$ cat config.mk
export PLATFORM = sky130hd
export DESIGN_NAME = branch_queue
export DESIGN_NICKNAME = d
export VERILOG_FILES = /design/src/rtl/branch_queue_pkg.sv /design/src/rtl/bq_ptr.sv /design/src/rtl/branch_queue.sv
export SDC_FILE = /design/constraint.sdc
export NUM_CORES = 1
export LEC_CHECK = 0
export CAP_MARGIN = 40
export CORE_UTILIZATION = 55
export CTS_BUF_LIST = sky130_fd_sc_hd__clkbuf_16
export DETAILED_ROUTE_END_ITERATION = 7
export GPL_TIMING_DRIVEN = 0
export MAX_ROUTING_LAYER = met4
export PLACE_DENSITY = 0.86
export SYNTH_ARGS = -nofsm -noshare
export SYNTH_HDL_FRONTEND = slang
export SYNTH_HIERARCHICAL = 1
export SYNTH_SLANG_ARGS = --single-unit
$ cat constraint.sdc
create_clock -name i_clk -period 4.4 [get_ports i_clk]
set_input_delay 0.66 -clock i_clk [delete_from_list [all_inputs] [get_ports i_clk]]
set_output_delay 0.66 -clock i_clk [all_outputs]
set_load 0.1 [all_outputs]
$ cat src/rtl/branch_queue_pkg.sv
// Shared types and constants for the in-flight branch queue.
//   PATTERN_WIDTH  : PHT index width
//   INST_MEM_WIDTH : instruction address width
//   BQ_DEPTH       : default number of branches in flight
//   branch_entry_t : one queued branch {pattern, prediction, alt_addr}
//   is_mispredict  : compares the actual outcome with the prediction's direction bit
package branch_queue_pkg;

  localparam int PATTERN_WIDTH  = 10;
  localparam int INST_MEM_WIDTH = 16;
  localparam int BQ_DEPTH       = 4;

  typedef struct packed {
    logic [PATTERN_WIDTH-1:0]  pattern;
    logic [1:0]                prediction;
    logic [INST_MEM_WIDTH-1:0] alt_addr;
  } branch_entry_t;

  // Bit 1 of the 2-bit saturating counter is the predicted direction.
  function automatic logic is_mispredict(input logic [1:0] prediction, input logic taken);
    return taken ^ prediction[1];
  endfunction

endpackage

$ cat src/rtl/bq_ptr.sv
// Head/tail/count bookkeeping for the branch queue.
//   i_clk, i_rst_n : clock, synchronous active-low reset
//   i_push         : push request from fetch
//   i_pop          : resolve request from the branch unit
//   i_flush        : misprediction flush (drops push/pop, empties the queue)
//   o_head, o_tail : read / write pointers
//   o_full         : count == DEPTH
//   o_push_acc     : push actually accepted this cycle
//   o_pop_acc      : pop actually accepted this cycle
module bq_ptr #(
  parameter int DEPTH = 4,
  parameter int PW    = $clog2(DEPTH)
) (
  input  logic          i_clk,
  input  logic          i_rst_n,
  input  logic          i_push,
  input  logic          i_pop,
  input  logic          i_flush,
  output logic [PW-1:0] o_head,
  output logic [PW-1:0] o_tail,
  output logic          o_full,
  output logic          o_push_acc,
  output logic          o_pop_acc
);

  localparam int CW = PW + 1;

  logic [PW-1:0] r_head;
  logic [PW-1:0] r_tail;
  logic [CW-1:0] r_count;
  logic          w_empty;
  logic          w_pop_acc;
  logic          w_push_acc;

  assign o_full  = (r_count == CW'(DEPTH));
  assign w_empty = (r_count == '0);

  assign w_pop_acc  = i_pop && !w_empty && !i_flush;
  // At full a push is still accepted when the head is leaving in the same
  // cycle: the slot being written is the one being freed.
  assign w_push_acc = i_push && !i_flush && (!o_full || w_pop_acc);

  assign o_head     = r_head;
  assign o_tail     = r_tail;
  assign o_pop_acc  = w_pop_acc;
  assign o_push_acc = w_push_acc;

  always_ff @(posedge i_clk) begin
    if (!i_rst_n) begin
      r_head  <= '0;
      r_tail  <= '0;
      r_count <= '0;
    end else if (i_flush) begin
      r_head  <= r_tail;
      r_count <= '0;
    end else begin
      if (w_push_acc) r_tail <= r_tail + PW'(1);
      if (w_pop_acc)  r_head <= r_head + PW'(1);
      case ({w_push_acc, w_pop_acc})
        2'b10:   r_count <= r_count + CW'(1);
        2'b01:   r_count <= r_count - CW'(1);
        default: r_count <= r_count;
      endcase
    end
  end

  always @(posedge i_clk) begin
    if (i_rst_n) begin
      assert (!(i_push && o_full && !w_pop_acc && !i_flush))
        else $warning("bq_ptr: push while full dropped");
      assert (!(i_pop && w_empty && !i_flush))
        else $warning("bq_ptr: resolve while empty ignored");
    end
  end

endmodule

$ cat src/rtl/branch_queue.sv
// In-order FIFO of in-flight conditional branches between fetch and the
// branch unit. Pops the head on resolve, reports commit and misprediction
// one cycle later, and flushes all younger entries on a misprediction.
//   i_clk, i_rst_n      : clock, synchronous active-low reset
//   i_push              : conditional branch leaves fetch
//   i_push_pattern      : PHT index of that branch
//   i_push_prediction   : 2-bit prediction of that branch
//   i_push_alt_addr     : non-predicted path address
//   o_full              : queue holds DEPTH branches, fetch must stall
//   i_resolve           : oldest branch resolves this cycle
//   i_resolve_taken     : actual outcome of that branch
//   o_commit_b          : pulse, a branch resolved last cycle
//   o_pattern_end       : PHT index of the committed branch
//   o_prediction_end    : prediction of the committed branch
//   o_failure           : committed branch was mispredicted
//   o_addr_on_failure   : restart address
module branch_queue
  import branch_queue_pkg::*;
#(
  parameter int DEPTH = BQ_DEPTH
) (
  input  logic                      i_clk,
  input  logic                      i_rst_n,
  input  logic                      i_push,
  input  logic [PATTERN_WIDTH-1:0]  i_push_pattern,
  input  logic [1:0]                i_push_prediction,
  input  logic [INST_MEM_WIDTH-1:0] i_push_alt_addr,
  output logic                      o_full,
  input  logic                      i_resolve,
  input  logic                      i_resolve_taken,
  output logic                      o_commit_b,
  output logic [PATTERN_WIDTH-1:0]  o_pattern_end,
  output logic [1:0]                o_prediction_end,
  output logic                      o_failure,
  output logic [INST_MEM_WIDTH-1:0] o_addr_on_failure
);

  localparam int PW = $clog2(DEPTH);

  branch_entry_t r_mem [DEPTH];
  branch_entry_t w_head_entry;
  branch_entry_t w_push_entry;

  logic [PW-1:0] w_head;
  logic [PW-1:0] w_tail;
  logic          w_push_acc;
  logic          w_pop_acc;

  logic                      r_commit_b;
  logic                      r_failure;
  logic [PATTERN_WIDTH-1:0]  r_pattern_end;
  logic [1:0]                r_prediction_end;
  logic [INST_MEM_WIDTH-1:0] r_addr_on_failure;

  bq_ptr #(
    .DEPTH (DEPTH)
  ) u_ptr (
    .i_clk      (i_clk),
    .i_rst_n    (i_rst_n),
    .i_push     (i_push),
    .i_pop      (i_resolve),
    .i_flush    (r_failure),
    .o_head     (w_head),
    .o_tail     (w_tail),
    .o_full     (o_full),
    .o_push_acc (w_push_acc),
    .o_pop_acc  (w_pop_acc)
  );

  assign w_push_entry = '{pattern:    i_push_pattern,
                          prediction: i_push_prediction,
                          alt_addr:   i_push_alt_addr};

  // Storage is not reset; only entries between head and tail are ever read.
  always_ff @(posedge i_clk) begin
    if (w_push_acc) r_mem[w_tail] <= w_push_entry;
  end

  assign w_head_entry = r_mem[w_head];

  always_ff @(posedge i_clk) begin
    if (!i_rst_n) begin
      r_commit_b        <= 1'b0;
      r_failure         <= 1'b0;
      r_pattern_end     <= '0;
      r_prediction_end  <= '0;
      r_addr_on_failure <= '0;
    end else if (w_pop_acc) begin
      r_commit_b        <= 1'b1;
      r_failure         <= is_mispredict(w_head_entry.prediction, i_resolve_taken);
      r_pattern_end     <= w_head_entry.pattern;
      r_prediction_end  <= w_head_entry.prediction;
      r_addr_on_failure <= w_head_entry.alt_addr;
    end else begin
      // Data outputs hold so the last commit stays observable.
      r_commit_b <= 1'b0;
      r_failure  <= 1'b0;
    end
  end

  assign o_commit_b        = r_commit_b;
  assign o_failure         = r_failure;
  assign o_pattern_end     = r_pattern_end;
  assign o_prediction_end  = r_prediction_end;
  assign o_addr_on_failure = r_addr_on_failure;

endmodule
==> summary.md <==
| Metric | Value |
|---|---|
| Netlist cell types | 32 |
| Largest area contributor in the synthesized netlist | sky130_fd_sc_hd__edfxtp_1 |
| Capture point of the worst reg-to-reg path | r_mem[0][7] |
| Kind of end point of the critical path | flip-flop |
| Startpoint of the lowest-slack register-to-register path | u_ptr/r_count[0] |
| Area share of fa/ha/maj cells after synthesis | 0.00589 |
| Worst hold path cell count | 2 |
| Measured slew at the worst slew-check pin | 0.799 ns |
| Clock buffer depth | 2 |
| Synthesized net count | 357 |
| GRT Util Overall | 0.256 |
| Worst EP required | about 4.5 ns |
| Total wirelength of the detailed-routed design | ~12,000 µm |
| Compound-gate portion of the synthesized area | 0.0521 |
| Final max-slew violation count | 0 |
| Source of the critical timing path | i_resolve |
| Worst IR Drop VDD | 0.447 mV |
| Die ar. | 0.0105 mm² |
| Port-buffer cells | 63 |
| Area fraction of the dominant cell type after synthesis | 0.608 |
| Wire length of the first global-routing pass | between 15,000 and 20,000 µm |
| Mapped Avg Cell Area | 17.2 µm² |
| Post-Route Skew | 0.0104 ns |
| Final antenna-violating net count | 0 |
| Final std cells w/o fill | about 590 |
| I/O pin cnt | 64 |
| Start point of the worst min-delay path | o_pattern_end[0] |
| Clock latency of the later-clocked register in the worst-skew pair | 0.41 ns |
| WHS Endpoint | o_pattern_end[0] |
| CTS Buf Count | 17 |
| Share of final-layout standard cells stronger than drive strength 1 | 0.181 |
| Least setup slack across all paths after layout | 1.72 ns |
| Basic-gate share of the synthesized area counting and, or, nand and nor cells | 0.0665 |
| Post-route clock period utilization | 0.610 |
| Hold crit path type | flip-flop to flip-flop |
| Post-cts resize count | 0 |
| Site row count | 36 |
| Biggest fanout along the worst timing path | 8 |
| # Max-Cap Violations | 0 |
| Hold slack | 0.499 ns |
| Count of antenna diodes in the layout | 0 |
| HPWL after detailed placement | 7140 µm |
| Combinational family with the most area after synthesis | multiplexers |
| Logic depth of the worst register-to-register path | 5 |
| Static Leak | ~2.5 nW |
| Iteration count of the initial detailed-routing pass | 4 |
| Per-cell routed wire length | roughly 21 µm |
| Residual overflow from global routing | 0 |
| Maximum operating frequency | 373 MHz |
| Number of warning messages in the yosys log | 6 |
| Multiplexer area fraction after synthesis | 0.107 |
| Worst slack after detailed placement | between 1 and 1.5 ns |
| Total number of vias | 3,402 |
| Reg2Reg Setup Slack | 2.06 ns |
| Fraction of synthesized cell area in xor and xnor cells | 0.00792 |
| Core footprint | 0.00977 mm² |
| Total number of H-tree levels | 4 |
| Tmin final | 2.68 ns |
| Synthesized cell area | 0.00553 mm² |
| Instance count of the mapped netlist | 322 |
| Number of endpoints failing setup at the final stage | 0 |
| Slew HR | 0.467 |
| CTS tree | built |
| Pwr dens | 680 mW/mm² |
| Number of DRC violations after detailed-routing iteration 0 | roughly 230 |
| Library cell used as clock root buffer | sky130_fd_sc_hd__clkbuf_16 |
| Worst setup path category | input pin to flip-flop |
| Initial Util | 0.566 |
| Last weighted congestion value of the routability-driven placer | 0.787 |
| Maximum number of pins on one net before global-route repair | 29 |
| Largest cells by area after synthesis | sky130_fd_sc_hd__edfxtp_1 (61%), sky130_fd_sc_hd__dfxtp_1 (13%), sky130_fd_sc_hd__mux2i_1 (10%), sky130_fd_sc_hd__o221ai_1 (4.3%), sky130_fd_sc_hd__nand3b_1 (3.8%) |
| Post-layout nets | about 470 |
| Vert. Die Dim | roughly 100 µm |
| Vias in the first global route | 3,486 |
| Unrepaired setup endpoints after global routing | false |
| Signal arrival time at the worst endpoint | 2.80 ns |
| Outcome | finished, final reports clean |
| DRC violations left | 0 |
| Hold Vio Cnt, Final | 0 |
| Growth of design area from synthesis to finish | 34.7% |
| Antenna violations before repair | 0 |
| Hold-fix buffer count after cts | 0 |
| Clock net sink count | 149 |
| CP Launch Type | input pin |
| Total of fill cells in the finished design | 530 |
| Horiz. Die Dim | 102 µm |
| Sequential share of the synthesized area | 0.742 |
| Number of placed cells counting well taps | about 550 |
| Clock slew at reported path FFs | roughly 0.060 ns |
| Via/cell ratio | 5.82 |
| Buffers inserted by post-CTS timing repair | 0 |
| Number of synthesized register bits | 149 |
| Total design power | 5.06 mW |
-- worst max path at each step --
stage	to	slack, ns
final	r_mem[0][7]	1.72
after global routing	u_ptr/r_count[2]	1.64
after CTS	r_mem[0][8]	1.78
after detailed placement	u_ptr/r_count[2]	1.42
after global placement	r_mem[0][0]	-1.32
after floorplan	r_mem[0][0]	0.67
-- cell type report --
type	count	area, µm²	area share
clock buffer	17	425	0.0571
sequential	149	4100	0.551
multi-input combinational	152	1340	0.180
tap	133	166	0.0223
timing repair buffer	98	1150	0.155
buffer	16	80.1	0.0108
clock inverter	15	158	0.0212
inverter	5	18.8	0.00252
-- layout by cell type, fill, tap and decap left out, types with 4 or more instances in the layout --
| cell | netlist | layout |
|---|---|---|
| sky130_fd_sc_hd__buf_8 | 0 | 31 |
| sky130_fd_sc_hd__clkdlybuf4s50_1 | 0 | 63 |
| sky130_fd_sc_hd__clkbuf_16 | 0 | 17 |
| sky130_fd_sc_hd__buf_4 | 4 | 5 |
| sky130_fd_sc_hd__inv_1 | 4 | 5 |
| sky130_fd_sc_hd__o221ai_1 | 27 | 27 |
| sky130_fd_sc_hd__a21oi_1 | 4 | 4 |
| sky130_fd_sc_hd__clkinvlp_4 | 0 | 5 |
| sky130_fd_sc_hd__mux2i_1 | 57 | 57 |
| sky130_fd_sc_hd__edfxtp_1 | 112 | 112 |
| sky130_fd_sc_hd__nor2_1 | 5 | 4 |
| sky130_fd_sc_hd__nand3b_1 | 28 | 28 |
| sky130_fd_sc_hd__dfxtp_1 | 37 | 37 |
| sky130_fd_sc_hd__buf_2 | 4 | 4 |
| sky130_fd_sc_hd__nand2_1 | 4 | 4 |
| sky130_fd_sc_hd__clkbuf_1 | 6 | 6 |
| sky130_fd_sc_hd__xor2_1 | 5 | 5 |
-- synth_stat cells, drive strengths merged --
master and n:
nand2b 2, nor2 5, or3 1, mux4 1, nand2 4, xor2 5
and2 2, o21ai 3, buf 10, nand3b 28, nor4bb 1, inv 5
edfxtp 112, o311ai 1, nor2b 1, and3b 1, a21oi 4, o221ai 27
dfxtp 37, nand3 1, fa 1, and3 2, mux2i 57, o31ai 1
nor3b 2, ha 1, nor4b 1, clkbuf 6
-- sequential cells by signal, indices dropped and copies added, names as in the netlist --
| register | flops |
|---|---|
| u_ptr/o_head | 2 |
| o_commit_b | 1 |
| o_prediction_end | 2 |
| u_ptr/o_tail | 2 |
| o_addr_on_failure | 16 |
| r_mem | 112 |
| o_failure | 1 |
| u_ptr/r_count | 3 |
| o_pattern_end | 10 |
-- per-stage QoR --
stage | util | TNS (ns) | instance area (µm²)
6_report | 0.762 | 0 | 7450
5_1_grt | 0.762 | 0 | 7450
4_1_cts | 0.762 | 0 | 7450
3_5_place_dp | 0.702 | 0 | 6860
3_3_place_gp | 0.647 | -36.78 | 6320
2_1_floorplan | - | 0 | 5530
-- worst max-delay path, cell delays in order --
cell and delay (ns):
sky130_fd_sc_hd__clkdlybuf4s50_1 0.55, sky130_fd_sc_hd__nor4b_4 0.07, sky130_fd_sc_hd__nor3b_2 0.36, sky130_fd_sc_hd__nor3b_2 0.68, sky130_fd_sc_hd__buf_6 0.25, sky130_fd_sc_hd__buf_4 0.21
-- report_power, final --
group	switching [mW]	internal, mW
Combinational	1.13	0.671
Sequential	0.123	1.73
Clock	0.571	0.837
-- routing by layer --
layer	GRT usage	part of all wire
met5	-	0
met4	0.110	0.020
met3	0.0609	0.055
met2	0.409	0.52
met1	0.312	0.41
-- kinds of logic after synthesis --
group	Yosys count
fa+ha+maj	2
simple gates	51
compound gates	36
buf+inv	21
xor+xnor	5
flops	149
mux	58
Power figures use the tool's default switching activity.
